--- src/rtl/mult_arbiter_if.sv ---
// rtl/mult_arbiter_if.sv - bundle of requester, response and multiplier signals for mult_arbiter
//
// Purpose: groups every handshake/bus signal of the arbiter so the block and
// its environment connect through one port.
// Modports:
//   slave  - the arbiter: takes requests and multiplier results, drives
//            ready pulses, responses and the multiplier controls.
//   master - the environment: requesters, response sink and multiplier.
// Signals:
//   req0_valid/req1_valid, req0_op1/op2, req1_op1/op2  requester side
//   req0_ready/req1_ready                               one-cycle accept pulses
//   resp_valid, resp_id, resp_err, resp_product         result return
//   mult_begin, mult_op1, mult_op2                      multiplier start/operands
//   product, mult_end                                   multiplier result/done

interface mult_arbiter_if;
  logic        req0_valid;
  logic        req1_valid;
  logic [31:0] req0_op1;
  logic [31:0] req0_op2;
  logic [31:0] req1_op1;
  logic [31:0] req1_op2;
  logic        req0_ready;
  logic        req1_ready;

  logic        resp_valid;
  logic        resp_id;
  logic        resp_err;
  logic [63:0] resp_product;

  logic        mult_begin;
  logic [31:0] mult_op1;
  logic [31:0] mult_op2;
  logic [63:0] product;
  logic        mult_end;

  modport slave (
    input  req0_valid, req1_valid, req0_op1, req0_op2, req1_op1, req1_op2,
    output req0_ready, req1_ready,
    output resp_valid, resp_id, resp_err, resp_product,
    output mult_begin, mult_op1, mult_op2,
    input  product, mult_end
  );

  modport master (
    output req0_valid, req1_valid, req0_op1, req0_op2, req1_op1, req1_op2,
    input  req0_ready, req1_ready,
    input  resp_valid, resp_id, resp_err, resp_product,
    input  mult_begin, mult_op1, mult_op2,
    output product, mult_end
  );
endinterface

--- src/rtl/mult_arbiter.sv ---
// rtl/mult_arbiter.sv - round-robin arbiter sharing one iterative multiplier between two requesters
//
// Purpose: accepts operand pairs from requester 0 or 1, runs them one at a
// time on an external multiplier, and returns the product tagged with the
// requester id. A BUSY cycle counter aborts operations whose mult_end never
// arrives (resp_err=1, resp_product=0).
// Parameters:
//   TIMEOUT - BUSY cycles waited for mult_end before abort (2..255).
// Ports:
//   clk    - rising-edge clock
//   resetn - asynchronous active-low reset
//   bus    - mult_arbiter_if.slave (requests, responses, multiplier)

module mult_arbiter #(
  parameter int TIMEOUT = 64
) (
  input  logic           clk,
  input  logic           resetn,
  mult_arbiter_if.slave  bus
);

  typedef enum logic [1:0] {
    IDLE = 2'd0,
    BUSY = 2'd1,
    GAP  = 2'd2
  } state_t;

  localparam logic [7:0] BUSY_LAST = 8'(TIMEOUT - 1);

  state_t     state;
  logic [7:0] busy_cnt;
  logic       last_grant;   // 1 = requester 1 was granted last, so 0 wins a tie
  logic       cur_id;
  logic       grant0;
  logic       grant1;
  logic       idle_open;

  // Round-robin pick: on a tie the requester not granted last wins.
  always_comb begin
    grant0 = bus.req0_valid && (!bus.req1_valid || last_grant);
    grant1 = bus.req1_valid && !grant0;
  end

  // Ready has to pulse in the accepting IDLE cycle itself, so it is decoded
  // from the registered state; resetn gates it so reset forces it low at once.
  assign idle_open      = resetn && (state == IDLE);
  assign bus.req0_ready = idle_open && grant0;
  assign bus.req1_ready = idle_open && grant1;

  always_ff @(posedge clk or negedge resetn) begin
    if (!resetn) begin
      state            <= IDLE;
      busy_cnt         <= 8'd0;
      last_grant       <= 1'b1;
      cur_id           <= 1'b0;
      bus.mult_begin   <= 1'b0;
      bus.mult_op1     <= 32'd0;
      bus.mult_op2     <= 32'd0;
      bus.resp_valid   <= 1'b0;
      bus.resp_id      <= 1'b0;
      bus.resp_err     <= 1'b0;
      bus.resp_product <= 64'd0;
    end else begin
      bus.resp_valid <= 1'b0;
      case (state)
        IDLE: begin
          if (grant0 || grant1) begin
            bus.mult_op1   <= grant1 ? bus.req1_op1 : bus.req0_op1;
            bus.mult_op2   <= grant1 ? bus.req1_op2 : bus.req0_op2;
            cur_id         <= grant1;
            last_grant     <= grant1;
            busy_cnt       <= 8'd0;
            bus.mult_begin <= 1'b1;
            state          <= BUSY;
          end
        end
        BUSY: begin
          // mult_end is checked first so a result arriving on the timeout
          // cycle still completes normally.
          if (bus.mult_end) begin
            bus.resp_product <= bus.product;
            bus.resp_err     <= 1'b0;
            bus.resp_id      <= cur_id;
            bus.resp_valid   <= 1'b1;
            bus.mult_begin   <= 1'b0;
            state            <= GAP;
          end else if (busy_cnt == BUSY_LAST) begin
            bus.resp_product <= 64'd0;
            bus.resp_err     <= 1'b1;
            bus.resp_id      <= cur_id;
            bus.resp_valid   <= 1'b1;
            bus.mult_begin   <= 1'b0;
            state            <= GAP;
          end else begin
            busy_cnt <= busy_cnt + 8'd1;
          end
        end
        GAP: begin
          // One cycle with mult_begin low lets the multiplier clear.
          state <= IDLE;
        end
        default: begin
          state          <= IDLE;
          bus.mult_begin <= 1'b0;
        end
      endcase
    end
  end

endmodule

--- src/flat_wrapper.sv ---
// flat-port wrapper written by rule: the top's interface ports become plain ports
module mult_arbiter_flat 
#(
  parameter int TIMEOUT = 64
)
  (clk, resetn, bus_req0_valid, bus_req1_valid, bus_req0_op1, bus_req0_op2, bus_req1_op1, bus_req1_op2, bus_req0_ready, bus_req1_ready, bus_resp_valid, bus_resp_id, bus_resp_err, bus_resp_product, bus_mult_begin, bus_mult_op1, bus_mult_op2, bus_product, bus_mult_end);
  mult_arbiter_if bus_i ();
  input  logic clk;
  input  logic resetn;
  input wire logic [$bits(bus_i.req0_valid)-1:0] bus_req0_valid;
  input wire logic [$bits(bus_i.req1_valid)-1:0] bus_req1_valid;
  input wire logic [$bits(bus_i.req0_op1)-1:0] bus_req0_op1;
  input wire logic [$bits(bus_i.req0_op2)-1:0] bus_req0_op2;
  input wire logic [$bits(bus_i.req1_op1)-1:0] bus_req1_op1;
  input wire logic [$bits(bus_i.req1_op2)-1:0] bus_req1_op2;
  output wire logic [$bits(bus_i.req0_ready)-1:0] bus_req0_ready;
  output wire logic [$bits(bus_i.req1_ready)-1:0] bus_req1_ready;
  output wire logic [$bits(bus_i.resp_valid)-1:0] bus_resp_valid;
  output wire logic [$bits(bus_i.resp_id)-1:0] bus_resp_id;
  output wire logic [$bits(bus_i.resp_err)-1:0] bus_resp_err;
  output wire logic [$bits(bus_i.resp_product)-1:0] bus_resp_product;
  output wire logic [$bits(bus_i.mult_begin)-1:0] bus_mult_begin;
  output wire logic [$bits(bus_i.mult_op1)-1:0] bus_mult_op1;
  output wire logic [$bits(bus_i.mult_op2)-1:0] bus_mult_op2;
  input wire logic [$bits(bus_i.product)-1:0] bus_product;
  input wire logic [$bits(bus_i.mult_end)-1:0] bus_mult_end;
  assign bus_i.req0_valid = bus_req0_valid;
  assign bus_i.req1_valid = bus_req1_valid;
  assign bus_i.req0_op1 = bus_req0_op1;
  assign bus_i.req0_op2 = bus_req0_op2;
  assign bus_i.req1_op1 = bus_req1_op1;
  assign bus_i.req1_op2 = bus_req1_op2;
  assign bus_req0_ready = bus_i.req0_ready;
  assign bus_req1_ready = bus_i.req1_ready;
  assign bus_resp_valid = bus_i.resp_valid;
  assign bus_resp_id = bus_i.resp_id;
  assign bus_resp_err = bus_i.resp_err;
  assign bus_resp_product = bus_i.resp_product;
  assign bus_mult_begin = bus_i.mult_begin;
  assign bus_mult_op1 = bus_i.mult_op1;
  assign bus_mult_op2 = bus_i.mult_op2;
  assign bus_i.product = bus_product;
  assign bus_i.mult_end = bus_mult_end;
  mult_arbiter #(.TIMEOUT(TIMEOUT)) u_core (.clk(clk), .resetn(resetn), .bus(bus_i));
endmodule
--- config.mk ---
export PLATFORM = sky130hd
export DESIGN_NAME = mult_arbiter_flat
export DESIGN_NICKNAME = d
export VERILOG_FILES = /design/src/rtl/mult_arbiter_if.sv /design/src/rtl/mult_arbiter.sv /design/src/flat_wrapper.sv
export SDC_FILE = /design/constraint.sdc
export NUM_CORES = 1
export LEC_CHECK = 0
export ABC_CLOCK_PERIOD_IN_PS = 2200
export CAP_MARGIN = 20
export CORE_AREA = 2 2 127 129
export DETAILED_ROUTE_END_ITERATION = 16
export DIE_AREA = 0 0 129 131
export PLACE_DENSITY = 0.87
export SETUP_SLACK_MARGIN = 0.1
export SLEW_MARGIN = 20
export SYNTH_ARGS = -nofsm -noshare
export SYNTH_HDL_FRONTEND = slang
export SYNTH_SLANG_ARGS = --single-unit
--- constraint.sdc ---
create_clock -name clk -period 2.2 [get_ports clk]
set_input_delay 0.22 -clock clk [delete_from_list [all_inputs] [get_ports clk]]
set_output_delay 0.22 -clock clk [all_outputs]
set_load 0.005 [all_outputs]
== After elaboration in Yosys (flattened, before gate mapping) ==
Index checks and enable logic that the tools add are counted.

* Register bits: 144
* Bits in latches: 0
* Bits in writable memories: 0
* Bits in read-only memories: 0
* Bits of input ports: 197
* Output and inout port bits: 134
* Logic and storage cells: 60
* Memories: 0

* Add/sub/neg operators: 1
* Multipliers: 0
* Div/mod/pow operators: 0
* $lt $le $gt $ge: 0
* Eq/ne operators: 7
* Shifts and indexed selects: 0
* Muxes and demuxes: 23
* Bitwise operators: 1
* Reductions and logical operators: 17

{| class="wikitable"
|+ Operators with widths
! cell !! count
|-
| two-way mux 64 bit || 2
|-
| two-way mux 32 bit || 2
|-
| two-way mux 8 bit || 3
|-
| case mux 8 bit (2 select lines) || 1
|-
| two-way mux 1 bit || 10
|-
| adder 8 x 1 -> 8 bit (second input constant) || 1
|-
| == test 8 x 6 -> 1 bit (second input constant) || 1
|-
| two-way mux 2 bit || 3
|-
| != test 2 bit (second input constant) || 3
|-
| AND reduction 2 bit || 3
|-
| logical AND 1 bit || 5
|-
| case mux 2 bit (2 select lines) || 1
|-
| AND reduction 4 bit || 1
|-
| nonzero test 2 bit || 2
|-
| != test 3 x 2 -> 1 bit (second input constant) || 1
|-
| case mux 1 bit (3 select lines) || 1
|-
| AND reduction 3 bit || 1
|-
| == test 2 x 1 -> 1 bit (second input constant) || 1
|-
| == test 2 bit (second input constant) || 1
|-
| zero test 1 bit || 2
|-
| zero test 2 bit || 1
|-
| logical OR 1 bit || 2
|-
| NOT 1 bit || 1
|}

== Longest topological paths before layout ==
Gate-level depths: netlist (run 1).

* Depth in word-level cells: 8
* Depth in mapped cells: 7
* Gate-level depth less buffers: 6

== Worst setup path after synthesis (run 1) ==
No wires, ideal clock.

* Path kind: flip-flop to flip-flop
* Start: reg u_core.busy_cnt[0]
* End: reg u_core.busy_cnt[2]
* Setup time: 126 ps
* Data arrival time: 1529 ps
* Data required time: 2074 ps
* Setup slack: 544 ps
* Cell stages (with the launch flop): 7
* Path buffers: 1
* Clock period less this slack: 1656 ps
* Path through: dfrtp_1 ha_1 nand3_4 o311ai_4 and2_1 buf_4 a221o_1

* Word-level cells in the longest chain between the ends: 4
* Elaborated cells on any way between the ends: 7
* Classes of those cells: add/sub: 1; eq/ne: 2; mux: 3; reduce/logical: 1

{| class="wikitable"
|+ Ends and longest elaborated chain
! element !! line !! RTL
|-
| start: declaration || mult_arbiter.sv:31 || <nowiki>logic [7:0] busy_cnt;</nowiki>
|-
| start signal: assignment || mult_arbiter.sv:95 || <nowiki>busy_cnt <= busy_cnt + 8'd1;</nowiki>
|-
| adder 8 x 1 -> 8 bit || mult_arbiter.sv:95 ||
|-
| two-way mux 8 bit || mult_arbiter.sv:87 || <nowiki>end else if (busy_cnt == BUSY_LAST) begin</nowiki>
|-
| two-way mux 8 bit || mult_arbiter.sv:80 || <nowiki>if (bus.mult_end) begin</nowiki>
|-
| case mux 8 bit (2 select lines) || mult_arbiter.sv:65 || <nowiki>case (state)</nowiki>
|}

Several ways; a longest one is shown, not always the timed one. The select of a mux whose other input is x is not followed.
A chain may end at the register's enable or synchronous reset.

== Final worst setup path (run 1) ==
* Start: in resetn
* End: out bus_req0_ready

* Word-level cells in the longest chain between the ends: 2

{| class="wikitable"
|+ Ends and longest elaborated chain
! element !! line !! RTL
|-
| start: declaration || flat_wrapper.sv:9 || <nowiki>input logic resetn;</nowiki>
|-
| logical AND 1 bit || mult_arbiter.sv:46 || <nowiki>assign idle_open = resetn && (state == IDLE);</nowiki>
|-
| logical AND 1 bit || mult_arbiter.sv:47 || <nowiki>assign bus.req0_ready = idle_open && grant0;</nowiki>
|-
| end: declaration || flat_wrapper.sv:16 || <nowiki>output wire logic [$bits(bus_i.req0_ready)-1:0] bus_req0_ready;</nowiki>
|}

Every way passes these cells.

==> results of run 1 <==
routing by layer:
layer / global-route usage / up-vias / wire [µm]
met5: 0 / - / 0
met4: 0.09847 / 0 / 646
met3: 0.09324 / 35 / 1881
met2: 0.3903 / 239 / 9415
met1: 0.2410 / 2517 / 7054
li1: - / 2442 / -
area by class of cell:
type	instances	area (µm²)	share of cell area
sequential	144	3605	0.3524
timing repair buffer	344	3516	0.3437
multi-input combinational	311	2186	0.2137
clock buffer	20	446.7	0.04366
tap	216	270.3	0.02642
clock inverter	12	181.4	0.01773
inverter	6	22.52	0.002202
antenna	1	2.502	0.0002446
through the flow:
stage          setup slack, ns  total power [W]  std cells  hold WS (ns)  area (µm²)
2_1_floorplan           0.5445         0.006634        498      -0.07559        5983
6_report                0.1976          0.01316       1054        0.2598       10230
3_5_place_dp            0.1926          0.01013       1020       0.09713        9580
4_1_cts                 0.1229          0.01329       1053        0.2228       10220
3_3_place_gp            0.2715         0.009950       1020       0.09366        9580
5_1_grt                 0.1077          0.01395       1054        0.2512       10230
path summary, 6_finish.rpt:
path / from / endpoint / slack, ns / depth (start not counted)
max in group asynchronous: resetn / u_core.bus.resp_id$_DFFE_PN0P_ / 0.89 / 3
setup reg to reg: u_core.busy_cnt[0]$_DFFE_PN0P_ / u_core.busy_cnt[5]$_DFFE_PN0P_ / 0.34 / 6
setup / recovery: resetn / bus_req0_ready / 0.20 / 4
hold reg to reg: u_core.bus.mult_begin$_DFFE_PN0P_ / u_core.bus.mult_begin$_DFFE_PN0P_ / 0.47 / 1
hold / removal: resetn / u_core.bus.resp_product[0]$_DFFE_PN0P_ / 0.26 / 2
min in group clk: bus_product[13] / u_core.bus.resp_product[13]$_DFFE_PN0P_ / 0.40 / 2
cells by family after synthesis:
| group | count (synthesis) | synth area share |
|---|---|---|
| AOI/OAI and AO/OA | 149 | 0.1771 |
| DFF | 144 | 0.6025 |
| and+or+nand+nor | 96 | 0.07173 |
| muxes | 65 | 0.1089 |
| buffers and inverters | 43 | 0.03764 |
| adders and majority gates | 1 | 0.002091 |
power by group:
| part | internal (W) | switching [W] | leakage [nW] |
|---|---|---|---|
| clock | 0.00194 | 0.00115 | 0.293 |
| combinational | 0.00334 | 0.00212 | 2.35 |
| sequential | 0.00389 | 0.000723 | 1.79 |
| total | 0.00917 | 0.00400 | 4.43 |
worst max-delay path, delay by kind of cell:
kind,cells,cell delay [ns]
AO/OA/AOI/OAI,1,0.20
buffers and inverters,3,1.35
Yosys cell counts, types with 2 or more instances:
cell type  instances
o21ai_2            2
buf_4              6
a21o_1             2
o31ai_1            2
inv_1              5
nand3_1            4
a21oi_1            2
mux2i_1           64
buf_6              4
buf_2              9
and2_1             2
clkbuf_1          18
nand2_1           75
o21ai_0           68
and3_1             2
dfrtp_1          143
a22o_1            64
o22a_1             2
nor3_1             3
repair_timing:
action                     4_1_cts  5_1_grt
hold endpoints to repair        21        0
hold buffers                     1        0
setup endpoints to repair        0        1
gates resized for setup          0        2
state kept, by name (all words and copies together) (netlist names):
name / flops
u_core.bus.mult_op1: 32
u_core.bus.mult_op2: 32
u_core.bus.resp_valid: 1
u_core.last_grant: 1
u_core.busy_cnt: 8
u_core.state: 2
u_core.bus.resp_product: 64
u_core.bus.resp_id: 1
u_core.bus.mult_begin: 1
u_core.cur_id: 1
u_core.bus.resp_err: 1
==> impl_results.md, run 1 <==
* Placer Congestion at 0.8090
* Post-synth EDFFs at 0
* Number of fill cells in the layout at 1186
* WL/cell at 18.02 µm
* Layout Area Growth over Synthesis at 70.97%
* HPWL after DPL at 14170 µm
* CTS clock-pin slew for the worst setup and hold paths at 0.06 ns
* Die X-Extent at 129 µm
* Cell Area, Synth at 0.005983 mm²
* Post-CTS setup buffer count at 0
* Worst clock skew at 0.01311 ns
* Clk root buf: clkbuf_16
* Outcome: complete, no violations
* RSZ-0062 raised after global routing: no
* Synth Net Count at 696
* Die Footprint at 0.01690 mm²
* Nets@finish at 1022
* CP Capture Type: output port
* Post-synth top area share at 0.5981
* GRT Total Usage at 0.2245
* CTS tree: yes
* Worst EP arrival at 1.78 ns
* Asr flop ratio synth at 1.000
* Worst Tran Pin Value at 0.8028 ns
* Max Cap Violations at 0
* Ys flop type: dfrtp_1
* Post-Route Utilization at 0.6559
* Via-to-Cell Ratio at 4.965
* Synthesized flop and latch total at 144
* Tcrit/Tclk final at 0.9102
* Worst EP required at 1.98 ns
* Initial antenna violation count at 1
* Hold Violations, Final at 0
* Routed Antenna Nets at 0
* Via count at 5233
* Yosys warns at 0
* Static Leak at 4.434 nW
* Clock Tree Buf Depth at 2
* Sequential fraction of the synthesis area at 0.6025
* Layout cells sized above 1 at 0.06691
* Most frequent cells in the layout: 329 x clkdlybuf4s50_1, 143 x dfrtp_1, 75 x nand2_1
* Slowest-stage cell, CP: dlygate4sd3_1
* CP Max Fanout at 25
* Final Critical Period at 2.002 ns
* Fin. max-slew vios at 0
* Commonest non-fill, non-tap cell in the layout: clkdlybuf4s50_1
* Pin count of the biggest net entering global routing at 66
* Worst vdd ir at 0.0006848 V
* Power Dens Cells at 1287 mW/mm²
* Headroom to the max-slew limit at 0.4648
* CTS Sinks at 144
* Die Y at 131 µm
* TNS Setup at 0 ns
* First-pass GRT wire length at 28810 µm
* Top cells by area, synth: dfrtp_1 60%, mux2i_1 11%, a22o_1 9.4%
* Fmax at 499.4 MHz
* Clk Latency, worst-skew pair at 0.42 ns
* Synth area leader: dfrtp_1
* CTS Buf Count at 17
* H-Tree Depth at 4
* Wirelength, routed at 19000 µm
* CP Cell Sequence: dlygate4sd3_1 > buf_8 > o2111a_1 > clkdlybuf4s50_1
* Number of buffers added on ports at 330
* Crit-path max cell delay at 0.59 ns
* DR iter-0 viols at 164
* Aggregate global routing overflow at 0
* CP startpoint kind: input port
* Standard-cell rows at 46
* First drt pass iteration count at 4
* I/O pin cnt at 331
* Crit Path Class: in2out
* Number of global-route vias before repair at 5294
* Gate Count Post-Synth at 498
* Hold Path Class: in2async
* Initial core utilization at 0.3836
* Core region area at 0.01560 mm²
* Mean post-synth cell area at 12.01 µm²
* Netlist cell types at 40
* Final setup vio count at 0
* DRC at 0
Note: power is estimated with default switching activity, not from simulation.
==> inputs of run 2 (changes only) <==
Settings changed: CTS_CLUSTER_SIZE set to 40.
==> results of run 2 <==
Same layout as run 1: the final DEF is identical, and so are final timing and power.
==> inputs of run 3 (changes only) <==
Settings changed: CELL_PAD_IN_SITES_DETAIL_PLACEMENT set to 0, CELL_PAD_IN_SITES_GLOBAL_PLACEMENT set to 1, CORE_AREA 2 2 127 129 to unset, CORE_MARGIN set to 1, CORE_UTILIZATION set to 29, DIE_AREA 0 0 129 131 to unset, PLACE_DENSITY 0.87 to 0.88.
==> impl_results.md, run 3 (synthesized netlist as in run 1, its figures left out) <==
* Worst clock skew at 0.01305 ns (was 0.01311 ns)
* Standard-cell rows at 52 (was 46)
* Worst EP arrival at 1.77 ns (was 1.78 ns)
* Die Footprint at 0.02121 mm² (was 0.01690 mm²)
* Headroom to the max-slew limit at 0.4679 (was 0.4648)
* Clock Tree Buf Depth at 2 (unchanged)
* Most frequent cells in the layout: 329 x clkdlybuf4s50_1, 143 x dfrtp_1, 75 x nand2_1 (unchanged)
* Internal power at 0.008895 W (was 0.009167 W)
* Post-Route Utilization at 0.5053 (was 0.6559)
* Worst R2R End: u_core.bus.resp_id$_DFFE_PN0P_ (was u_core.busy_cnt[5]$_DFFE_PN0P_)
* Final Cell Area at 0.01022 mm² (was 0.01023 mm²)
* Critical Path Start: u_core.state[0]$_DFFE_PN0P_ (was resetn)
* Nets@finish at 1018 (was 1022)
* Via-to-Cell Ratio at 4.525 (was 4.965)
* CP startpoint kind: flop (was input port)
* CTS tree: yes (unchanged)
* Worst hold margin at 0.1755 ns (was 0.2598 ns)
* H-Tree Depth at 4 (unchanged)
* Post-CTS setup buffer count at 0 (unchanged)
* CP Max Fanout at 4 (was 25)
* Met2 WL post-DR at 9112 µm (was 9415 µm)
* Top Metal Used: met4 (unchanged)
* CTS clock-pin slew for the worst setup and hold paths at 0.07 ns (was 0.06 ns)
* Post-DP Area at 0.009593 mm² (was 0.009580 mm²)
* TNS Setup at 0 ns (unchanged)
* GRT Total Usage at 0.1696 (was 0.2245)
* Ant. Diodes at 0 (was 1)
* Register with the most flip-flops: u_core.bus.resp_product (unchanged)
* Clk Latency, worst-skew pair at 0.42 ns (about the same)
* WL/cell at 15.98 µm (was 18.02 µm)
* Final Critical Period at 1.987 ns (was 2.002 ns)
* Top Registers: u_core.bus.resp_product x64, u_core.bus.mult_op1 x32, u_core.bus.mult_op2 x32 (unchanged)
* Fmax at 503.2 MHz (was 499.4 MHz)
* Commonest non-fill, non-tap cell in the layout: clkdlybuf4s50_1 (unchanged)
* Combinational share of power at 0.413 (was 0.416)
* CP Capture Type: output port (unchanged)
* Initial antenna violation count at 0 (was 1)
* Pin count of the biggest net entering global routing at 144 (was 66)
* Via count at 4991 (was 5233)
* I/O pin cnt at 331 (unchanged)
* First-pass GRT wire length at 28300 µm (was 28810 µm)
* Static Leak at 4.416 nW (was 4.434 nW)
* DR iter-0 viols at 174 (was 164)
* Core region area at 0.02023 mm² (was 0.01560 mm²)
* Final setup vio count at 0 (unchanged)
* Number of global-route vias before repair at 5174 (was 5294)
* Sw Ratio at 0.3115 (was 0.3036)
* Placer Congestion at 0.7718 (was 0.8090)
* Hold Path Class: in2async (unchanged)
* Worst R2R Start: u_core.busy_cnt[0]$_DFFE_PN0P_ (unchanged)
* Pre-CTS setup slack at 0.2111 ns (was 0.1926 ns)
* Hold Violations, Final at 0 (unchanged)
* Routed Antenna Nets at 0 (unchanged)
* Largest register FFs at 64 (unchanged)
* Crit Path Class: reg2out (was in2out)
* Number of buffers added on ports at 330 (unchanged)
* Worst EP required at 1.98 ns (about the same)
* Max Cap Violations at 0 (unchanged)
* CTS Sinks at 144 (unchanged)
* Aggregate global routing overflow at 0 (unchanged)
* Initial core utilization at 0.2957 (was 0.3836)
* Outcome: complete, no violations (unchanged)
* Worst setup margin at 0.2127 ns (was 0.1976 ns)
* Worst vdd ir at 0.0005307 V (was 0.0006848 V)
* Tcrit/Tclk final at 0.9033 (was 0.9102)
* P_sw at 0.004024 W (was 0.003997 W)
* First drt pass iteration count at 5 (was 4)
* Sequential cell fraction of total power at 0.354 (was 0.350)
* Die Y at 145.6 µm (was 131 µm)
* Clk network pwr share at 0.233 (was 0.234)
* DRC at 0 (unchanged)
* Layout cells sized above 1 at 0.06483 (was 0.06691)
* Power Dens Cells at 1264 mW/mm² (was 1287 mW/mm²)
* Number of fill cells in the layout at 1833 (was 1186)
* Fin. max-slew vios at 0 (unchanged)
* Layout Area Growth over Synthesis at 70.87% (was 70.97%)
* CTS Buf Count at 17 (unchanged)
* Wirelength, routed at 17630 µm (was 19000 µm)
* Die X-Extent at 145.6 µm (was 129 µm)
* Met3 wire len at 917 µm (was 1881 µm)
* Reg2reg setup slack at 0.36 ns (was 0.34 ns)
* HPWL after DPL at 12790 µm (was 14170 µm)
* RSZ-0062 raised after global routing: no (unchanged)
* Worst Tran Pin Value at 0.7982 ns (was 0.8028 ns)
* FF-to-FF path depth at 6 (unchanged)
* Wl on met1 at 7429 µm (was 7054 µm)
* Clk root buf: clkbuf_16 (unchanged)
[run 3: per-layer routing]
layer | GRT usage | up-vias
met5 | 0 | -
li1 | - | 2432
met1 | 0.2027 | 2385
met4 | 0.04316 | 0
met2 | 0.3017 | 160
met3 | 0.04451 | 14
[run 3: final cells by class]
class | count | area, µm² | area share
inverter | 6 | 22.52 | 0.002203
sequential | 144 | 3605 | 0.3526
timing repair buffer | 340 | 3457 | 0.3381
tap | 270 | 337.8 | 0.03304
multi-input combinational | 311 | 2186 | 0.2138
clock inverter | 15 | 190.2 | 0.01860
clock buffer | 17 | 425.4 | 0.04161
[run 3: repair_timing]
| action | 4_1_cts | 5_1_grt |
|---|---|---|
| endpoints found under the hold margin | 1 | 0 |
| resized for setup | 1 | 0 |
| setup endpoints to repair | 2 | 0 |
| hold buffers | 1 | 0 |
[run 3: critical path: stages, from the launching register on]
cell             delay (ns)
dfrtp_1                0.42
nor2_4                 0.22
o2111a_1               0.21
clkdlybuf4s50_1        0.50
[run 3: worst max-delay path by stage]
stage                                           to  slack [ns]  cells after the start
floorplan           u_core.busy_cnt[2]$_DFFE_PN0P_        0.54                      6
global placement                    bus_req1_ready        0.22                      5
detailed placement                  bus_req1_ready        0.21                      5
CTS                                 bus_req0_ready        0.17                      3
global route                        bus_req0_ready        0.15                      3
finish                              bus_req0_ready        0.21                      3
[run 3: power by group through the flow]
stage / combinational (W) / clock [W] / sequential [W]
floorplan: 0.00198 / 0 / 0.00465
global placement: 0.00534 / 0 / 0.00457
detailed placement: 0.00541 / 0 / 0.00461
CTS: 0.00542 / 0.00311 / 0.00459
global route: 0.00579 / 0.00321 / 0.00475
finish: 0.00534 / 0.00301 / 0.00458
[run 3: per-stage QoR]
stage	total power, W	instances
after floorplan	0.006634	498
after global placement	0.009905	1070
after detailed placement	0.01002	1070
after CTS	0.01312	1103
after global routing	0.01376	1103
final	0.01292	1103
